$ cat src/rtl/f_fetch_stage_pkg.sv
// Shared encodings for the F stage: SelPCsrc values, nop word, reset PC, fetch FSM states.
package f_fetch_stage_pkg;

  typedef enum logic [2:0] {
    NO_BRANCH  = 3'b000,
    BEQ_BRANCH = 3'b001,
    JAL_JUMP   = 3'b010,
    JR_JUMP    = 3'b011
  } sel_pc_e;

  typedef enum logic {
    S_REQ  = 1'b0,
    S_HOLD = 1'b1
  } fetch_state_e;

  localparam logic [31:0] NOP_INSTR        = 32'h0000_0000;
  localparam logic [31:0] DEFAULT_RESET_PC = 32'h0000_3000;

endpackage

$ cat src/rtl/f_fetch_stage_npc_calc.sv
// Branch/jump target and taken decision for the instruction sitting in D.
module f_npc_calc
  import f_fetch_stage_pkg::*;
(
  input  logic [2:0]  sel_i,
  input  logic        cmp_i,
  input  logic [31:0] d_pc_i,
  input  logic [25:0] d_instr_i,
  input  logic [31:0] rs_data_i,
  output logic [31:0] target_o,
  output logic        take_o
);

  logic [31:0] br_off;

  assign br_off = {{14{d_instr_i[15]}}, d_instr_i[15:0], 2'b00};

  always_comb begin
    target_o = d_pc_i + 32'd4;
    take_o   = 1'b0;
    case (sel_i)
      BEQ_BRANCH: begin
        target_o = d_pc_i + 32'd4 + br_off;
        take_o   = cmp_i;
      end
      JAL_JUMP: begin
        target_o = {d_pc_i[31:28], d_instr_i[25:0], 2'b00};
        take_o   = 1'b1;
      end
      JR_JUMP: begin
        target_o = rs_data_i;
        take_o   = 1'b1;
      end
      default: ;
    endcase
  end

endmodule

$ cat src/rtl/f_fetch_stage.sv
// F stage: PC, instruction-memory handshake and IF/ID register, with delay-slot redirects.
module f_fetch_stage
  import f_fetch_stage_pkg::*;
#(
  parameter logic [31:0] RESET_PC = DEFAULT_RESET_PC
) (
  input  logic        clk,
  input  logic        reset,
  input  logic        stall_i,
  input  logic [2:0]  d_sel_pc_src_i,
  input  logic        d_cmp_true_i,
  input  logic [31:0] d_rs_data_i,
  output logic        im_req_o,
  output logic [31:0] im_addr_o,
  input  logic        im_ack_i,
  input  logic [31:0] im_rdata_i,
  output logic [31:0] d_pc_o,
  output logic [31:0] d_instr_o,
  output logic        d_valid_o
);

  fetch_state_e state_q;
  logic [31:0]  pc_q, d_pc_q, d_instr_q, buf_q, redir_pc_q;
  logic         d_valid_q, redir_valid_q;
  logic [31:0]  target, npc_d;
  logic         take, take_now;

  f_npc_calc u_npc (
    .sel_i     (d_sel_pc_src_i),
    .cmp_i     (d_cmp_true_i),
    .d_pc_i    (d_pc_q),
    .d_instr_i (d_instr_q[25:0]),
    .rs_data_i (d_rs_data_i),
    .target_o  (target),
    .take_o    (take)
  );

  assign take_now = d_valid_q & ~stall_i & take;

  // A latched redirect belongs to an older branch than whatever is in D now.
  always_comb begin
    npc_d = pc_q + 32'd4;
    if (redir_valid_q)  npc_d = redir_pc_q;
    else if (take_now)  npc_d = target;
  end

  always_ff @(posedge clk) begin
    if (reset) begin
      state_q       <= S_REQ;
      pc_q          <= RESET_PC;
      d_pc_q        <= RESET_PC;
      d_instr_q     <= NOP_INSTR;
      d_valid_q     <= 1'b0;
      buf_q         <= NOP_INSTR;
      redir_valid_q <= 1'b0;
      redir_pc_q    <= RESET_PC;
    end else begin
      case (state_q)
        S_REQ: begin
          if (im_ack_i) begin
            if (!stall_i) begin
              d_pc_q        <= pc_q;
              d_instr_q     <= im_rdata_i;
              d_valid_q     <= 1'b1;
              pc_q          <= npc_d;
              redir_valid_q <= 1'b0;
            end else begin
              buf_q   <= im_rdata_i;
              state_q <= S_HOLD;
            end
          end else if (!stall_i) begin
            // D drains into a bubble; remember the redirect since D forgets the branch.
            d_instr_q <= NOP_INSTR;
            d_valid_q <= 1'b0;
            if (take_now) begin
              redir_pc_q    <= target;
              redir_valid_q <= 1'b1;
            end
          end
        end
        S_HOLD: begin
          if (!stall_i) begin
            d_pc_q        <= pc_q;
            d_instr_q     <= buf_q;
            d_valid_q     <= 1'b1;
            pc_q          <= npc_d;
            redir_valid_q <= 1'b0;
            state_q       <= S_REQ;
          end
        end
        default: state_q <= S_REQ;
      endcase
    end
  end

  assign im_req_o  = (state_q == S_REQ) & ~reset;
  assign im_addr_o = pc_q;
  assign d_pc_o    = d_pc_q;
  assign d_instr_o = d_instr_q;
  assign d_valid_o = d_valid_q;

endmodule

$ cat config.mk
export PLATFORM = sky130hd
export DESIGN_NAME = f_fetch_stage
export DESIGN_NICKNAME = d
export VERILOG_FILES = /design/src/rtl/f_fetch_stage_pkg.sv /design/src/rtl/f_fetch_stage_npc_calc.sv /design/src/rtl/f_fetch_stage.sv
export SDC_FILE = /design/constraint.sdc
export NUM_CORES = 1
export LEC_CHECK = 0
export ABC_AREA = 1
export CORE_AREA = 8 8 150 152
export DETAILED_ROUTE_END_ITERATION = 8
export DIE_AREA = 0 0 158 160
export GPL_TIMING_DRIVEN = 0
export PLACE_DENSITY = 0.77
export SLEW_MARGIN = 40
export SYNTH_ARGS = -nofsm -noshare
export SYNTH_HDL_FRONTEND = slang
export SYNTH_SLANG_ARGS = --single-unit
$ cat constraint.sdc
create_clock -name clk -period 3.4 [get_ports clk]
set_input_delay 1.02 -clock clk [delete_from_list [all_inputs] [get_ports clk]]
set_output_delay 1.02 -clock clk [all_outputs]
set_load 0.05 [all_outputs]
=== Word level (Yosys, flattened, before mapping) ===
Cells that the tools add are included.

* Register bits: 163
* Bits in latches: 0
* RAM bits: 0
* Bits in read-only memories: 0
* Input bits: 72
* Output and inout bits: 98
* Word-level logic and storage cells: 58
* Memories kept: 0

* Add/sub/neg operators: 3
* Multiply operators: 0
* Divide/modulo/power cells: 0
* Magnitude comparators: 0
* Eq/ne operators: 8
* Shift-type cells: 0
* Muxes and demuxes: 27
* Bitwise gates (word level): 7
* Reduce and logical (&&, ||, !) cells: 5

{| class="wikitable"
|+ Operators by type and width
! operator !! count
|-
| $mux W32 || 10
|-
| $pmux W32 S2 || 3
|-
| $pmux W32 S3 || 1
|-
| $add A32 B3 Y32 const B || 2
|-
| $add A32 B32 Y32 || 1
|-
| $mux W1 || 9
|-
| $pmux W1 S2 || 4
|-
| $eq A3 B2 Y1 const B || 2
|-
| $ne A2 B2 Y1 const B || 3
|-
| $ne A3 B3 Y1 const B || 2
|-
| $not A1 Y1 || 4
|-
| $reduce_and A2 Y1 || 2
|-
| $reduce_and A4 Y1 || 1
|-
| $and A1 B1 Y1 || 3
|-
| $eq A3 B1 Y1 const B || 1
|-
| $reduce_and A3 Y1 || 1
|-
| $reduce_or A2 Y1 || 1
|}

=== Depth between registers and ports, before layout ===
* Depth in word-level cells: 9
* Depth in mapped cells: 25
* Depth with buffers taken out: 25

=== Hierarchy ===
Synthesis repeated with hierarchy kept, for this count alone.

* Cell total of the unflattened synthesis: 1727
* Area, all modules: 10913.0 um2

{| class="wikitable"
|+ By module, submodules not included
! module !! instances !! cells an instance !! area each (um2) !! seq. area each (um2)
|-
| f_fetch_stage || 1 || 979 || 7146.9 || 3263.1
|-
| f_npc_calc || 1 || 748 || 3766.1 || 0.0
|}

=== Worst setup path after synthesis ===
OpenSTA, ideal clock, no wires.

* Path type: reg-to-reg
* Start: register d_pc_q[3] (netlist: d_pc_o[3])
* End: register pc_q[15] (netlist: im_addr_o[15])
* Library setup time: 0.132 ns
* Data arrival time: 3.058 ns
* Slack: 0.209 ns
* Cell stages (with the launch flop): 20
* Period minus slack after synthesis: 3.191 ns
* Path through: dfxtp_1 > ha_1 > nand3_2 > nor2_4 > nand2_2 > nor2_4 > xor2_1 > inv_1 > ha_1 > nand2_1 > inv_1 > nand2_1 > inv_1 > a21oi_1 > nand2_1 > or2_2 > nand3_1 > nand3_1 > o21ai_0 > a21oi_1

* Cells in the longest elaborated chain, start to end: 8

{| class="wikitable"
|+ Ends and longest elaborated chain
! what !! RTL line !! text
|-
| from (decl) || f_fetch_stage.sv:23 || <nowiki>logic [31:0] pc_q, d_pc_q, d_instr_q, buf_q, redir_pc_q;</nowiki>
|-
| from (signal assigned) || f_fetch_stage.sv:62 || <nowiki>d_pc_q <= pc_q;</nowiki>
|-
| from (signal assigned) || f_fetch_stage.sv:83 || <nowiki>d_pc_q <= pc_q;</nowiki>
|-
| $add A32 B3 Y32 * || f_fetch_stage_npc_calc.sv:19, f_fetch_stage_npc_calc.sv:23 ||
|-
| $add A32 B32 Y32 || f_fetch_stage_npc_calc.sv:23 || <nowiki>target_o = d_pc_i + 32'd4 + br_off;</nowiki>
|-
| $pmux W32 S3 * || f_fetch_stage_npc_calc.sv:21 || <nowiki>case (sel_i)</nowiki>
|-
| $mux W32 * || f_fetch_stage.sv:44 || <nowiki>else if (take_now) npc_d = target;</nowiki>
|-
| $mux W32 * || f_fetch_stage.sv:43 || <nowiki>if (redir_valid_q) npc_d = redir_pc_q;</nowiki>
|-
| $mux W32 * || f_fetch_stage.sv:61, f_fetch_stage.sv:82 ||
|-
| $mux W32 || f_fetch_stage.sv:60 || <nowiki>if (im_ack_i) begin</nowiki>
|-
| $pmux W32 S2 * || f_fetch_stage.sv:58 || <nowiki>case (state_q)</nowiki>
|-
| to (signal assigned) || f_fetch_stage.sv:65 || <nowiki>pc_q <= npc_d;</nowiki>
|-
| to (signal assigned) || f_fetch_stage.sv:86 || <nowiki>pc_q <= npc_d;</nowiki>
|-
| to (decl) || f_fetch_stage.sv:23 ||
|}

Mark *: on every way between the ends. The rest lies on a longest branch, timed or not. The select of a mux whose other input is x is not followed.
A chain may end at the register's enable or synchronous reset.

=== Final worst setup path ===
* Start: input d_sel_pc_src_i[1]
* End: register pc_q[27] (netlist: im_addr_o[27])

* Cells in the longest elaborated chain, start to end: 9
* Elaborated cells on any way between the ends: 12
* Those cells by class: eq/ne: 3; mux: 7; bitwise: 1; reduce/logical: 1

{| class="wikitable"
|+ Ends and longest elaborated chain
! what !! RTL line !! text
|-
| from (decl) || f_fetch_stage.sv:10 || <nowiki>input logic [2:0] d_sel_pc_src_i,</nowiki>
|-
| $eq A3 B2 Y1 || f_fetch_stage_npc_calc.sv:21 ||
|-
| $reduce_or A2 Y1 (no line) || n/a ||
|-
| $pmux W1 S2 || f_fetch_stage_npc_calc.sv:21 ||
|-
| $and A1 B1 Y1 || f_fetch_stage.sv:38 || <nowiki>assign take_now = d_valid_q & ~stall_i & take;</nowiki>
|-
| $mux W32 * || f_fetch_stage.sv:44 ||
|-
| $mux W32 * || f_fetch_stage.sv:43 ||
|-
| $mux W32 * || f_fetch_stage.sv:61, f_fetch_stage.sv:82 ||
|-
| $mux W32 || f_fetch_stage.sv:60 ||
|-
| $pmux W32 S2 * || f_fetch_stage.sv:58 ||
|}

Marked as above.

==> run metrics <==
Overall Global Routing Usage 35.24%; dpl ws -0.5841 ns; Final Wtd Congestion 1.001; cell total after placement 2150; vias in the first global route 12283; vias per std cell 5.906; CTS clock-pin slew for the worst setup and hold paths 0.08 ns; min-delay worst type reg2reg; Netlist cell types 49; Cell Pwr Density 385.7 mW/mm2; Leak 0.005912 uW; CTS buffer count 17; Comb power frac 22.9%; Synth area leaders dfxtp_1 30%, nand2_1 14%, a21oi_1 8.3%, inv_1 7.3%, o21ai_0 7.2%; detailed-router iteration count before antenna repair 6; endpoints failing setup 0; endpoint class of the critical path register; dpl hpwl 35.99 mm; DIE AREA 0.02528 mm2; num rows 52; hold buffers post-CTS 0; layout cells sized above 1 9.422%; Worst-Skew Late Latency 0.44 ns; first-pass GRT wire length 69.01 mm; worst-margin pin slew 0.9851 ns; CP Max Fanout 10; n_diodes 0; Final Hold Viols 0; synthesized area 0.01080 mm2; Initial Util 53.91%; I/O pin cnt 170; clk_skew 0.02072 ns; Routed WL 45.46 mm; largest net degree at the start of global routing 22; register area share after synthesis 30.21%; Avg Inst Size Synth 6.310 um2; Yosys warnings 0; CP required 3.72 ns; layout overhead on the synthesized area 28.57%; switching share of power 35.08%; share of async-settable or async-resettable flops after synthesis 0%; Internal 3478 uW; DR DRC count 0; Max-slew headroom 34.32%; FMAX 0.2976 GHz; total of max-cap violations 0; syn_nets 1819; final std cells w/o fill 2191; via count 12940; Clock power frac 37.2%; setup TNS 0 ns; Seq cells post-synth 163; sw power 1880 uW; Setup CP Type in2reg; Mapped Cells 1712; initial antenna violation count 0; Max H-tree Level 4; share of the synthesized area in the top cell type 30.21%; nature of the critical path startpoint input pin; clock root buffer clkbuf_16; port bufs 168; post-route minimum period 3.361 ns; initial DRC count 1507; grt ovf 0; Nets 2015; DR WL/cell 20.75 um; Top FF cell, synth dfxtp_1; Data arrival, critical path 3.68 ns; Antenna Nets Post-Route 0; CTS tree done; status completed; number of fill cells 1829; Post-synth EDFFs 0; top cell type by total area after synthesis dfxtp_1; die width 158 um; total core area 0.02004 mm2; maximum VDD drop 0.4932 mV; max-slew violations 0; clock buffer depth 2; final worst slack 0.03924 ns; Die Ht 160 um; crit share post-route 98.85%; sequential power share 39.9%; number of clock sinks seen by CTS 163; Final Power 5357 uW
[routing by layer]
metal  global-route usage, %  vias up  part of all wire [%]
met2                   54.70      827                    44
met1                   44.22     5897                    39
met3                   7.854      150                    11
met5                       0        -                     0
li1                        -     6066                     -
met4                   19.73        0                   6.1
[flip-flops by register name, indices dropped and copies added (netlist names)]
signal,flops
d_valid_o,1
d_instr_o,32
d_pc_o,32
im_addr_o,32
buf_q,32
redir_pc_q,32
state_q,1
redir_valid_q,1
[metrics by stage]
step / hold slack (ns) / utilization (%) / instance area (um2)
5_1_grt: 0.5113 / 69.31 / 13890
3_3_place_gp: 0.4504 / 63.99 / 12820
4_1_cts: 0.4751 / 67.59 / 13540
2_1_floorplan: 0.4350 / - / 10800
6_report: 0.4766 / 69.31 / 13890
3_5_place_dp: 0.4567 / 63.99 / 12820
[final cells by class]
type	instances	area, um2	area share (%)
Tap cell	270	337.8	2.432
Timing Repair Buffer	177	1748	12.58
Sequential cell	163	3306	23.80
Clock buffer	17	425.4	3.063
Inverter	216	810.8	5.837
Multi-Input combinational cell	1258	6743	48.55
Buffer	75	334.1	2.405
Clock inverter	15	185.2	1.333
[worst max-delay path, cell delays in order]
cell,delay [ns]
clkdlybuf4s50_1,0.49
inv_1,0.09
nor2_4,0.26
inv_2,0.07
o21ai_1,0.24
nand3_2,0.32
nor2_4,0.33
buf_2,0.40
nand3b_1,0.27
nand2_1,0.12
a21oi_1,0.06
[power groups by stage]
stage,combinational (uW),clock [uW],sequential (uW)
after CTS,1170,1980,2130
after global placement,1140,0,2170
after global routing,1310,2070,2140
after detailed placement,1150,0,2170
final,1230,1990,2140
after floorplan,514,0,2330
[kinds of logic after synthesis]
kind of cell	Yosys count	share of synthesized area, %
xor gates and xnor gates	35	2.838
adders and majority gates	35	4.123
AOI/OAI and AO/OA	423	21.74
buffers and inverters	291	10.56
and+or+nand+nor	765	30.53
DFF	163	30.21
[synthesized netlist by cell type, drive strengths merged, types with 7 or more instances]
| cell type | instances |
|---|---|
| o21ai | 160 |
| nand2 | 397 |
| ha | 34 |
| dfxtp | 163 |
| a21oi | 179 |
| nor2 | 195 |
| xor2 | 21 |
| nand3 | 97 |
| nand4 | 35 |
| o211ai | 15 |
| o221ai | 7 |
| nand3b | 10 |
| xnor2 | 14 |
| clkbuf | 58 |
| o21bai | 11 |
| inv | 215 |
| nor3 | 18 |
| a221oi | 8 |
| or2 | 7 |
| a22oi | 26 |
| buf | 16 |
[worst paths after layout]
path                                      end              start  slack, ns  cells after the start
worst max-delay path            im_addr_o[27]  d_sel_pc_src_i[1]       0.04                     11
worst min-delay path                d_pc_o[0]          d_pc_o[0]       0.48                      2
worst max register to register  im_addr_o[29]          d_pc_o[3]       0.07                     18
worst min register to register      d_pc_o[0]          d_pc_o[0]       0.48                      2
[cell usage in the layout (no fill, tap or decap), drive strengths merged, types with 2 or more instances in the layout]
cell	count
nand3b	10
nor3	18
a31oi	6
and2	2
o21a	3
inv	222
clkbuf	75
nand4	35
xor2	21
a21o	2
nand2	397
nand3	97
a21oi	179
nor2	195
clkinv	8
dfxtp	163
o21bai	11
nor4	3
xnor2	14
o211ai	15
buf	25
o221ai	7
a221oi	8
ha	34
a22oi	26
o21ai	160
or2	7
clkdlybuf4s50	167
[repair_timing]
| action | 4_1_cts | 5_1_grt |
|---|---|---|
| setup buffers | 1 | 8 |
| gates resized for setup | 30 | 82 |
| endpoints found under the setup margin | 32 | 42 |
| pin swaps | 2 | 14 |
Power figures use the tool's default switching activity.
